File: src/rtl/icache_ctrl_if.sv
// rtl/icache_ctrl_if.sv - I-cache controller bus bundle: IF req/resp, CACHE-op invalidate, tag/data RAM ports, AXI read channels
interface icache_ctrl_if;
    logic        req_valid;
    logic [31:0] req_addr;
    logic        req_ready;
    logic        resp_valid;
    logic [31:0] resp_data;
    logic        inv_valid;
    logic [6:0]  inv_index;
    logic        inv_ready;
    logic        tag_en;
    logic        tag_wen;
    logic [6:0]  tag_index;
    logic [20:0] tag_wdata;
    logic [20:0] tag_rdata;
    logic        data_en;
    logic        data_we;
    logic [6:0]  data_index;
    logic [2:0]  data_word;
    logic [31:0] data_wdata;
    logic [31:0] data_rdata;
    logic        ar_valid;
    logic        ar_ready;
    logic [31:0] ar_addr;
    logic [7:0]  ar_len;
    logic [2:0]  ar_size;
    logic [1:0]  ar_burst;
    logic        r_valid;
    logic        r_ready;
    logic [31:0] r_data;
    logic        r_last;
    logic [31:0] perf_hit_cnt;
    logic [31:0] perf_miss_cnt;

    modport master (
        input  req_valid, req_addr, inv_valid, inv_index, tag_rdata, data_rdata,
               ar_ready, r_valid, r_data, r_last,
        output req_ready, resp_valid, resp_data, inv_ready, tag_en, tag_wen, tag_index,
               tag_wdata, data_en, data_we, data_index, data_word, data_wdata,
               ar_valid, ar_addr, ar_len, ar_size, ar_burst, r_ready,
               perf_hit_cnt, perf_miss_cnt
    );

    modport slave (
        output req_valid, req_addr, inv_valid, inv_index, tag_rdata, data_rdata,
               ar_ready, r_valid, r_data, r_last,
        input  req_ready, resp_valid, resp_data, inv_ready, tag_en, tag_wen, tag_index,
               tag_wdata, data_en, data_we, data_index, data_word, data_wdata,
               ar_valid, ar_addr, ar_len, ar_size, ar_burst, r_ready,
               perf_hit_cnt, perf_miss_cnt
    );
endinterface

File: src/rtl/icache_ctrl.sv
// rtl/icache_ctrl.sv - direct-mapped I-cache sequencer (invalidate sweep, lookup, 8-beat refill); optional ICACHE_PERF_CNT_EN hit/miss counters
module icache_ctrl #(
    parameter int SETS     = 128,
    parameter int LINE_WDS = 8
) (
    input  logic          clk,
    input  logic          resetn,
    icache_ctrl_if.master bus
);
    typedef enum logic [2:0] {
        S_INIT, S_IDLE, S_LOOKUP, S_MISS_AR, S_REFILL, S_TAG_WR
    } state_t;

    state_t      state_q, state_d;
    logic [6:0]  sweep_q, sweep_d;
    logic [31:2] addr_q, addr_d;
    logic [2:0]  beat_q, beat_d;
    logic [31:0] crit_q, crit_d;
    logic        lookup_hit;

    assign lookup_hit   = bus.tag_rdata[20] && (bus.tag_rdata[19:0] == addr_q[31:12]);
    assign bus.ar_len   = 8'(LINE_WDS - 1);
    assign bus.ar_size  = 3'd2;
    assign bus.ar_burst = 2'b01;

    // State and datapath registers; reset restarts the invalidate sweep from set 0
    always_ff @(posedge clk or negedge resetn) begin
        if (!resetn) begin
            state_q <= S_INIT;
            sweep_q <= '0;
            addr_q  <= '0;
            beat_q  <= '0;
            crit_q  <= '0;
        end else begin
            state_q <= state_d;
            sweep_q <= sweep_d;
            addr_q  <= addr_d;
            beat_q  <= beat_d;
            crit_q  <= crit_d;
        end
    end

    // Next-state and RAM/bus outputs; everything held quiet while reset is asserted
    always_comb begin
        state_d        = state_q;
        sweep_d        = sweep_q;
        addr_d         = addr_q;
        beat_d         = beat_q;
        crit_d         = crit_q;
        bus.req_ready  = 1'b0;
        bus.resp_valid = 1'b0;
        bus.resp_data  = '0;
        bus.inv_ready  = 1'b0;
        bus.tag_en     = 1'b0;
        bus.tag_wen    = 1'b0;
        bus.tag_index  = '0;
        bus.tag_wdata  = '0;
        bus.data_en    = 1'b0;
        bus.data_we    = 1'b0;
        bus.data_index = '0;
        bus.data_word  = '0;
        bus.data_wdata = '0;
        bus.ar_valid   = 1'b0;
        bus.ar_addr    = '0;
        bus.r_ready    = 1'b0;
        if (resetn) begin
            case (state_q)
                S_INIT: begin
                    bus.tag_en    = 1'b1;
                    bus.tag_wen   = 1'b1;
                    bus.tag_index = sweep_q;
                    sweep_d       = sweep_q + 7'd1;
                    if (sweep_q == 7'(SETS - 1)) state_d = S_IDLE;
                end
                S_IDLE: begin
                    if (bus.inv_valid) begin
                        // invalidate wins over a fetch arriving in the same cycle
                        bus.inv_ready = 1'b1;
                        bus.tag_en    = 1'b1;
                        bus.tag_wen   = 1'b1;
                        bus.tag_index = bus.inv_index;
                    end else begin
                        bus.req_ready = 1'b1;
                        if (bus.req_valid) begin
                            bus.tag_en     = 1'b1;
                            bus.tag_index  = bus.req_addr[11:5];
                            bus.data_en    = 1'b1;
                            bus.data_index = bus.req_addr[11:5];
                            bus.data_word  = bus.req_addr[4:2];
                            addr_d         = bus.req_addr[31:2];
                            state_d        = S_LOOKUP;
                        end
                    end
                end
                S_LOOKUP: begin
                    if (lookup_hit) begin
                        bus.resp_valid = 1'b1;
                        bus.resp_data  = bus.data_rdata;
                        state_d        = S_IDLE;
                    end else begin
                        state_d = S_MISS_AR;
                    end
                end
                S_MISS_AR: begin
                    bus.ar_valid = 1'b1;
                    bus.ar_addr  = {addr_q[31:5], 5'b0};
                    if (bus.ar_ready) state_d = S_REFILL;
                end
                S_REFILL: begin
                    bus.r_ready = 1'b1;
                    if (bus.r_valid) begin
                        bus.data_en    = 1'b1;
                        bus.data_we    = 1'b1;
                        bus.data_index = addr_q[11:5];
                        bus.data_word  = beat_q;
                        bus.data_wdata = bus.r_data;
                        beat_d         = beat_q + 3'd1;
                        if (beat_q == addr_q[4:2]) crit_d = bus.r_data;
                        if (bus.r_last) begin
                            beat_d  = '0;
                            state_d = S_TAG_WR;
                        end
                    end
                end
                S_TAG_WR: begin
                    bus.tag_en     = 1'b1;
                    bus.tag_wen    = 1'b1;
                    bus.tag_index  = addr_q[11:5];
                    bus.tag_wdata  = {1'b1, addr_q[31:12]};
                    bus.resp_valid = 1'b1;
                    bus.resp_data  = crit_q;
                    state_d        = S_IDLE;
                end
                default: state_d = S_INIT;
            endcase
        end
    end

`ifdef ICACHE_PERF_CNT_EN
    logic [31:0] hit_cnt_q, miss_cnt_q;

    // Count every lookup outcome; both counters wrap at 32 bits
    always_ff @(posedge clk or negedge resetn) begin
        if (!resetn) begin
            hit_cnt_q  <= '0;
            miss_cnt_q <= '0;
        end else if (state_q == S_LOOKUP) begin
            if (lookup_hit) hit_cnt_q  <= hit_cnt_q + 32'd1;
            else            miss_cnt_q <= miss_cnt_q + 32'd1;
        end
    end

    assign bus.perf_hit_cnt  = hit_cnt_q;
    assign bus.perf_miss_cnt = miss_cnt_q;
`else
    assign bus.perf_hit_cnt  = '0;
    assign bus.perf_miss_cnt = '0;
`endif
endmodule
File: src/flat_wrapper.sv
// flat-port wrapper written by rule: the top's interface ports become plain ports
module icache_ctrl_flat 
#(
    parameter int SETS     = 128,
    parameter int LINE_WDS = 8
)
  (clk, resetn, bus_req_valid, bus_req_addr, bus_inv_valid, bus_inv_index, bus_tag_rdata, bus_data_rdata, bus_ar_ready, bus_r_valid, bus_r_data, bus_r_last, bus_req_ready, bus_resp_valid, bus_resp_data, bus_inv_ready, bus_tag_en, bus_tag_wen, bus_tag_index, bus_tag_wdata, bus_data_en, bus_data_we, bus_data_index, bus_data_word, bus_data_wdata, bus_ar_valid, bus_ar_addr, bus_ar_len, bus_ar_size, bus_ar_burst, bus_r_ready, bus_perf_hit_cnt, bus_perf_miss_cnt);
  icache_ctrl_if bus_i ();
  input  logic clk;
  input  logic resetn;
  input wire logic [$bits(bus_i.req_valid)-1:0] bus_req_valid;
  input wire logic [$bits(bus_i.req_addr)-1:0] bus_req_addr;
  input wire logic [$bits(bus_i.inv_valid)-1:0] bus_inv_valid;
  input wire logic [$bits(bus_i.inv_index)-1:0] bus_inv_index;
  input wire logic [$bits(bus_i.tag_rdata)-1:0] bus_tag_rdata;
  input wire logic [$bits(bus_i.data_rdata)-1:0] bus_data_rdata;
  input wire logic [$bits(bus_i.ar_ready)-1:0] bus_ar_ready;
  input wire logic [$bits(bus_i.r_valid)-1:0] bus_r_valid;
  input wire logic [$bits(bus_i.r_data)-1:0] bus_r_data;
  input wire logic [$bits(bus_i.r_last)-1:0] bus_r_last;
  output wire logic [$bits(bus_i.req_ready)-1:0] bus_req_ready;
  output wire logic [$bits(bus_i.resp_valid)-1:0] bus_resp_valid;
  output wire logic [$bits(bus_i.resp_data)-1:0] bus_resp_data;
  output wire logic [$bits(bus_i.inv_ready)-1:0] bus_inv_ready;
  output wire logic [$bits(bus_i.tag_en)-1:0] bus_tag_en;
  output wire logic [$bits(bus_i.tag_wen)-1:0] bus_tag_wen;
  output wire logic [$bits(bus_i.tag_index)-1:0] bus_tag_index;
  output wire logic [$bits(bus_i.tag_wdata)-1:0] bus_tag_wdata;
  output wire logic [$bits(bus_i.data_en)-1:0] bus_data_en;
  output wire logic [$bits(bus_i.data_we)-1:0] bus_data_we;
  output wire logic [$bits(bus_i.data_index)-1:0] bus_data_index;
  output wire logic [$bits(bus_i.data_word)-1:0] bus_data_word;
  output wire logic [$bits(bus_i.data_wdata)-1:0] bus_data_wdata;
  output wire logic [$bits(bus_i.ar_valid)-1:0] bus_ar_valid;
  output wire logic [$bits(bus_i.ar_addr)-1:0] bus_ar_addr;
  output wire logic [$bits(bus_i.ar_len)-1:0] bus_ar_len;
  output wire logic [$bits(bus_i.ar_size)-1:0] bus_ar_size;
  output wire logic [$bits(bus_i.ar_burst)-1:0] bus_ar_burst;
  output wire logic [$bits(bus_i.r_ready)-1:0] bus_r_ready;
  output wire logic [$bits(bus_i.perf_hit_cnt)-1:0] bus_perf_hit_cnt;
  output wire logic [$bits(bus_i.perf_miss_cnt)-1:0] bus_perf_miss_cnt;
  assign bus_i.req_valid = bus_req_valid;
  assign bus_i.req_addr = bus_req_addr;
  assign bus_i.inv_valid = bus_inv_valid;
  assign bus_i.inv_index = bus_inv_index;
  assign bus_i.tag_rdata = bus_tag_rdata;
  assign bus_i.data_rdata = bus_data_rdata;
  assign bus_i.ar_ready = bus_ar_ready;
  assign bus_i.r_valid = bus_r_valid;
  assign bus_i.r_data = bus_r_data;
  assign bus_i.r_last = bus_r_last;
  assign bus_req_ready = bus_i.req_ready;
  assign bus_resp_valid = bus_i.resp_valid;
  assign bus_resp_data = bus_i.resp_data;
  assign bus_inv_ready = bus_i.inv_ready;
  assign bus_tag_en = bus_i.tag_en;
  assign bus_tag_wen = bus_i.tag_wen;
  assign bus_tag_index = bus_i.tag_index;
  assign bus_tag_wdata = bus_i.tag_wdata;
  assign bus_data_en = bus_i.data_en;
  assign bus_data_we = bus_i.data_we;
  assign bus_data_index = bus_i.data_index;
  assign bus_data_word = bus_i.data_word;
  assign bus_data_wdata = bus_i.data_wdata;
  assign bus_ar_valid = bus_i.ar_valid;
  assign bus_ar_addr = bus_i.ar_addr;
  assign bus_ar_len = bus_i.ar_len;
  assign bus_ar_size = bus_i.ar_size;
  assign bus_ar_burst = bus_i.ar_burst;
  assign bus_r_ready = bus_i.r_ready;
  assign bus_perf_hit_cnt = bus_i.perf_hit_cnt;
  assign bus_perf_miss_cnt = bus_i.perf_miss_cnt;
  icache_ctrl #(.SETS(SETS), .LINE_WDS(LINE_WDS)) u_core (.clk(clk), .resetn(resetn), .bus(bus_i));
endmodule
File: config.mk
export PLATFORM = sky130hd
export DESIGN_NAME = icache_ctrl_flat
export DESIGN_NICKNAME = d
export VERILOG_FILES = /design/src/rtl/icache_ctrl_if.sv /design/src/rtl/icache_ctrl.sv /design/src/flat_wrapper.sv
export SDC_FILE = /design/constraint.sdc
export NUM_CORES = 1
export LEC_CHECK = 0
export BUFFER_PORTS_ARGS = -buffer_cell sky130_fd_sc_hd__clkbuf_2
export CORE_AREA = 2 2 138 140
export DETAILED_ROUTE_END_ITERATION = 12
export DIE_AREA = 0 0 140 142
export PLACE_DENSITY_LB_ADDON = 0.25
export SLEW_MARGIN = 10
export SYNTH_ARGS = -nofsm -noshare
export SYNTH_HDL_FRONTEND = slang
export SYNTH_SLANG_ARGS = --single-unit
File: constraint.sdc
create_clock -name clk -period 3.2 [get_ports clk]
set_clock_uncertainty 0.15 [all_clocks]
set_input_delay 0.32 -clock clk [delete_from_list [all_inputs] [get_ports clk]]
set_output_delay 0.32 -clock clk [all_outputs]
set_load 0.02 [all_outputs]
# ---- Word-level counts from Yosys, hierarchy flattened
# Index checks and enable logic that the tools add are counted.
dict set report word_totals {
  wordCells 87
  output_inout_bits 220
  input_bits 131
  memories 0
  ff_bits 75
  latchBits 0
  mem_bits_ro 0
  mem_bits_rw 0
}
dict set report op_classes {
  shifts 0
  div 0
  multipliers 0
  eq_ne 14
  muxes 57
  addsub 2
  bitwise 1
  n_lt_le_gt_ge 0
  n_reduce_logical 8
}
# cell n
set op_table {}
lappend op_table {{2-to-1 mux 32 bit} 7}
lappend op_table {{one-hot mux 32 bit (2 select lines)} 1}
lappend op_table {{2-to-1 mux 21 bit} 2}
lappend op_table {{2-to-1 mux 7 bit} 6}
lappend op_table {{2-to-1 mux 3 bit} 11}
lappend op_table {{2-to-1 mux 1 bit} 21}
lappend op_table {{one-hot mux 7 bit (3 select lines)} 1}
lappend op_table {{== test 20 bit} 1}
lappend op_table {{one-hot mux 3 bit (6 select lines)} 1}
lappend op_table {{one-hot mux 7 bit (2 select lines)} 1}
lappend op_table {{!= test 2 bit, second input constant} 5}
lappend op_table {{one-hot mux 1 bit (2 select lines)} 4}
lappend op_table {{AND reduction 4 bit} 2}
lappend op_table {{adder 7 x 1 -> 7 bit, second input constant} 1}
lappend op_table {{== test 7 bit, second input constant} 1}
lappend op_table {{AND reduction 7 bit} 1}
lappend op_table {{== test 3 x 2 -> 1 bit, second input constant} 2}
lappend op_table {{== test 3 bit, second input constant} 2}
lappend op_table {{one-hot mux 3 bit (2 select lines)} 1}
lappend op_table {{adder 3 x 1 -> 3 bit, second input constant} 1}
lappend op_table {{== test 3 x 1 -> 1 bit, second input constant} 1}
lappend op_table {{== test 3 bit} 1}
lappend op_table {{zero test 3 bit} 1}
lappend op_table {{AND reduction 3 bit} 1}
lappend op_table {{6 further kinds} 6}

# ---- Depth between registers and ports, before layout
dict set report depth {
  word_depth 5
  depth_mapped 8
  depth_no_buf 5
}

# ---- Worst setup path before layout
# Ideal clock, no wire load.
dict set report synth_path {
  path_type {register to output}
  from {register u_core.state_q[2]}
  to {output bus_ar_addr[22]}
  path_buffers 3
  setup_slack_ns 0.913
  path_stages_with_launch 7
  arrival_time_ns 1.817
  t_required_ns 2.730
  path_cell_list {dfrtp_1 clkbuf_1 nor2b_1 and3_1 clkbuf_1 clkbuf_1 and2_1}
}
dict set report synth_between {
  elab_chain_cells 3
}
# item line_no
set synth_lines {}
lappend synth_lines {{from (decl)} icache_ctrl.sv:14} ;# state_t state_q, state_d;
lappend synth_lines {{from (signal assigned)} icache_ctrl.sv:35} ;# state_q <= state_d;
lappend synth_lines {{== test 3 x 2 -> 1 bit} icache_ctrl.sv:67} ;# case (state_q)
lappend synth_lines {{2-to-1 mux 32 bit} icache_ctrl.sv:67}
lappend synth_lines {{2-to-1 mux 32 bit} icache_ctrl.sv:66} ;# if (resetn) begin
lappend synth_lines {{to (decl)} flat_wrapper.sv:35} ;# output wire logic [$bits(bus_i.ar_addr)-1:0] bus_ar_addr;
# Every way passes these cells.

# ---- Worst setup path in the final report
dict set report layout_path {
  from {register u_core.state_q[0]}
  to {output bus_tag_index[3]}
}
dict set report layout_between {
  elab_chain_cells 3
  word_cells_on_any_way 5
  classes_between {eq/ne: 2; mux: 2; reduce/logical: 1}
}
# item line_no
set layout_lines {}
lappend layout_lines {{== test 3 bit, or another cell as far along} icache_ctrl.sv:67}
lappend layout_lines {{one-hot mux 7 bit (3 select lines) (*)} icache_ctrl.sv:67}
lappend layout_lines {{2-to-1 mux 7 bit (*)} icache_ctrl.sv:66}
lappend layout_lines {{to (decl)} flat_wrapper.sv:27} ;# output wire logic [$bits(bus_i.tag_index)-1:0] bus_tag_index;
# Mark *: on every way between the ends. The rest lies on a longest branch, timed or not.

==> reports/metrics.csv <==
stage;metric;value;unit
pwr;power_frac_seq;39.7;%
min_path;hp-start;bus_req_addr[13];
global_route;met1_usage;20.4;%
cts;clock_latency;0.33;ns
timing;setup_viol;0;
worst_setup_path;worst_ep_required_time;2.73;ns
cts;cts_tree;done;
timing;hold_viol;0;
logic_synthesis;avgSynthCellArea;9.83;um^2
worst_setup_path;crit_path_frequent_cell;a21oi_1;
pwr;combPwrFrac;33.6;%
status;violations;DRC;
global_route;grt_start_max_net_pins;40;
worst_setup_path;r2r_start;u_core.state_q[0];
worst_setup_path;cpPeakStageDelay;0.62;ns
global_route;grtUsageTotal;15.9;%
pwr;power.switching;1.62;mW
logic_synthesis;ys_ff_latch;75;
finish;seqCellArea;1880;um^2
logic_synthesis;synth_cell_types;44;
global_route;use_met2;26.8;%
logic_synthesis;yosys_warnings;0;
worst_setup_path;crit_fanout;14;
global_route;grt_pass1_vias;4369;
logic_synthesis;synth_cells;524;
finish;final_util;36.7;%
min_path;hp-class;in -> reg;
cts;cts_htree_levels;3;
pwr;pwr-share-clk;26.7;%
floorplanning;die_h;142;um
timing;maxSlewViolCount;0;
timing;hold_slack;0.0627;ns
worst_setup_path;crit_end;bus_tag_index[3];
cts;root_buffer;clkbuf_16;
pwr;ir_drop;0.000247;V
global_route;grt_use_met3;3.36;%
pwr;powerDensity;665;nW/um^2
cts;clk_pin_slew;0.06;ns
timing;tightest_slew;0.883;ns
floorplanning;die_area;19900;um^2
finish;area_growth;31.6;%
finish;drive_gt1_share;45.5;%
worst_setup_path;reg2reg_depth;5;
finish;fillers;1933;
floorplanning;ios;351;
worst_setup_path;critPathCaptureType;primary output;
finish;multi_input_area;2790;um^2
finish;fin_nets;915;
logic_synthesis;syn_area;5150;um^2
run;max-cap-violations;0;
worst_setup_path;worstPathArrival;2.48;ns
place;hpwl;12800;um
cts;clock_sinks;75;
floorplanning;floorplan.initialDensity;27.9;%
timing;finalWorstPathRequiredPeriod;2.95;ns
global_route;antenna_found_initial;0;
pwr;internal-power;2.88;mW
cts;cts_buffer_depth;2;
floorplanning;coreArea;18500;um^2
timing;grt_setup_unrepaired;false;
timing;tns;0;ns
finish;diodes;0;
drt;drt-total-wl;16600;um
drt;vias;4564;
global_route;gr-max-usage-layer;met2;
worst_setup_path;crit_start;u_core.state_q[0];
pwr;finalPower;4.50;mW
drt;drcViolationCount;25;
worst_setup_path;rrSetupSlack;0.72;ns
worst_setup_path;worstPathCellList;nor2b_1, nand2_1, nor2_1, a21oi_1, a21oi_1, clkbuf_2;
place;dpl.cell_count;1004;
status;status;finished, violations left;
place;gp_congestion;0.813;
timing;fin_crit_sh;92.2;%
cts;numCtsBuffers;9;
global_route;grt_overflow_total;0;
logic_synthesis;synth-seq-area-share;36.4;%
timing;max_slew_margin;40.8;%
pwr;switching_share;36.0;%
worst_setup_path;path_class;reg -> out;
drt;drt_first_pass_iters;11;
finish;stdcell_count;1020;
drt;vias_per_cell;4.47;
floorplanning;row_count;50;
place;portBuffers;266;
global_route;grt_pass1_wl;24500;um
floorplanning;die_x;140;um
worst_setup_path;critPathLaunchType;flop;
drt;ant_nets;0;
drt;wl_per_cell;16.2;um
drt;drt_iter0_drc;242;
worst_setup_path;r2r_end;u_core.crit_q[14];
pwr;power.leakage;3.71;nW
worst_setup_path;slowest_stage;dfrtp_1;
timing;clock.fmax;339;MHz
[per-layer routing]
metal / vias up / part of all wire, %
met2: 200 / 49
met1: 2196 / 44
met4: 0 / 1.7
met5: - / 0
li1: 2152 / -
met3: 16 / 6.1
[critical path: cells and delay by family (launching register included)]
family          cells  cell delay, ns
buf+inv             1            0.20
compound gates      2            0.34
flops               1            0.62
simple gates        3            0.99
[through the flow]
stage | worst slack [ns] | instance area [um^2]
after detailed placement | 0.642 | 6410
after global placement | 0.664 | 6410
final | 0.250 | 6780
after CTS | 0.172 | 6770
after floorplan | 0.913 | 5450
after global routing | 0.112 | 6780
[synthesized netlist by cell type, drive strengths merged]
master	n	area [um^2]
a211oi	1	7.51
a21boi	1	7.51
a21o	1	7.51
a21oi	24	120
a22o	32	280
a22oi	9	67.6
a32o	1	10.0
and2	61	382
and2b	1	7.51
and3	25	156
and4	1	8.76
buf	98	717
clkbuf	15	56.3
conb	2	7.51
dfrtp	75	1880
ha	2	25.0
inv	3	11.3
mux2	64	721
mux2i	1	10.0
nand2	25	93.8
nand2b	4	25.0
nand3	3	27.5
nand3b	2	15.0
nand4	6	37.5
nor2	19	71.3
nor2b	2	15.0
nor3	4	30.0
nor3b	1	7.51
nor4	4	46.3
nor4bb	1	10.0
o21ai	5	25.0
or2	1	6.26
or3	1	6.26
xnor2	20	175
xor2	9	78.8
[state kept, by name, summed over array words and instances, names as in the netlist]
signal,count
u_core.addr_q,30
u_core.state_q,3
u_core.sweep_q,7
u_core.crit_q,32
u_core.beat_q,3
[cell families after synthesis]
logic type | after synthesis | synth area share, %
AND/OR/NAND/NOR | 161 | 18.4
buffers and inverters | 116 | 15.2
flip-flops | 75 | 36.4
AO/OA/AOI/OAI | 74 | 10.2
multiplexers | 65 | 14.2
XOR/XNOR | 29 | 4.93
adder cells (fa/ha/maj) | 2 | 0.486
other | 2 | 0.146
[how the worst min path moves through the flow]
stage                              endpoint  slack [ns]  cells past startpoint
after CTS                 u_core.addr_q[28]        0.05                      2
after global placement    u_core.sweep_q[1]       -0.01                      1
after global routing      u_core.addr_q[14]        0.05                      2
after detailed placement  u_core.sweep_q[1]       -0.01                      1
final                     u_core.addr_q[13]        0.06                      2
after floorplan           u_core.addr_q[10]       -0.13                      0
[cell type report]
| class | instances | share of cell area (%) |
|---|---|---|
| Sequential cell | 75 | 27.7 |
| Inverter | 3 | 0.166 |
| Tap cell | 234 | 4.32 |
| Clock buffer | 11 | 3.73 |
| Clock inverter | 4 | 1.44 |
| Timing Repair Buffer | 280 | 21.5 |
| Multi-Input combinational cell | 413 | 41.1 |
[repair_timing]
action                     in CTS  in global routing
hold buffers                    1                  0
buffers inserted                0                  0
hold endpoints to repair       37                  0
gates resized for setup         0                  1
setup endpoints to repair       0                  1
[placed cells by master, fill, tap and decap left out, types with 2 or more instances in the layout]
cell,n
a21oi_1,24
and2_1,61
clkbuf_2,265
xor2_1,9
mux2_1,7
nor3_1,2
a22oi_1,9
buf_4,12
nand2b_1,4
a22o_1,32
clkbuf_8,2
o21ai_0,4
clkbuf_16,9
nand2_1,25
bufinv_16,3
nand3b_1,2
nand3_1,2
dfrtp_1,75
and3_1,25
xnor2_1,20
nor4_1,2
nor2_1,19
mux2_2,57
nor3_2,2
conb_1,82
nand4_1,6
inv_1,3
ha_1,2
[power by group through the flow]
stage	Combinational, mW	Clock, mW	Sequential (mW)
2_1_floorplan	1.25	0	1.63
3_3_place_gp	1.50	0	1.79
3_5_place_dp	1.52	0	1.80
4_1_cts	1.53	1.25	1.78
5_1_grt	1.67	1.27	1.86
6_report	1.51	1.20	1.79
Power figures use the tool's default switching activity.
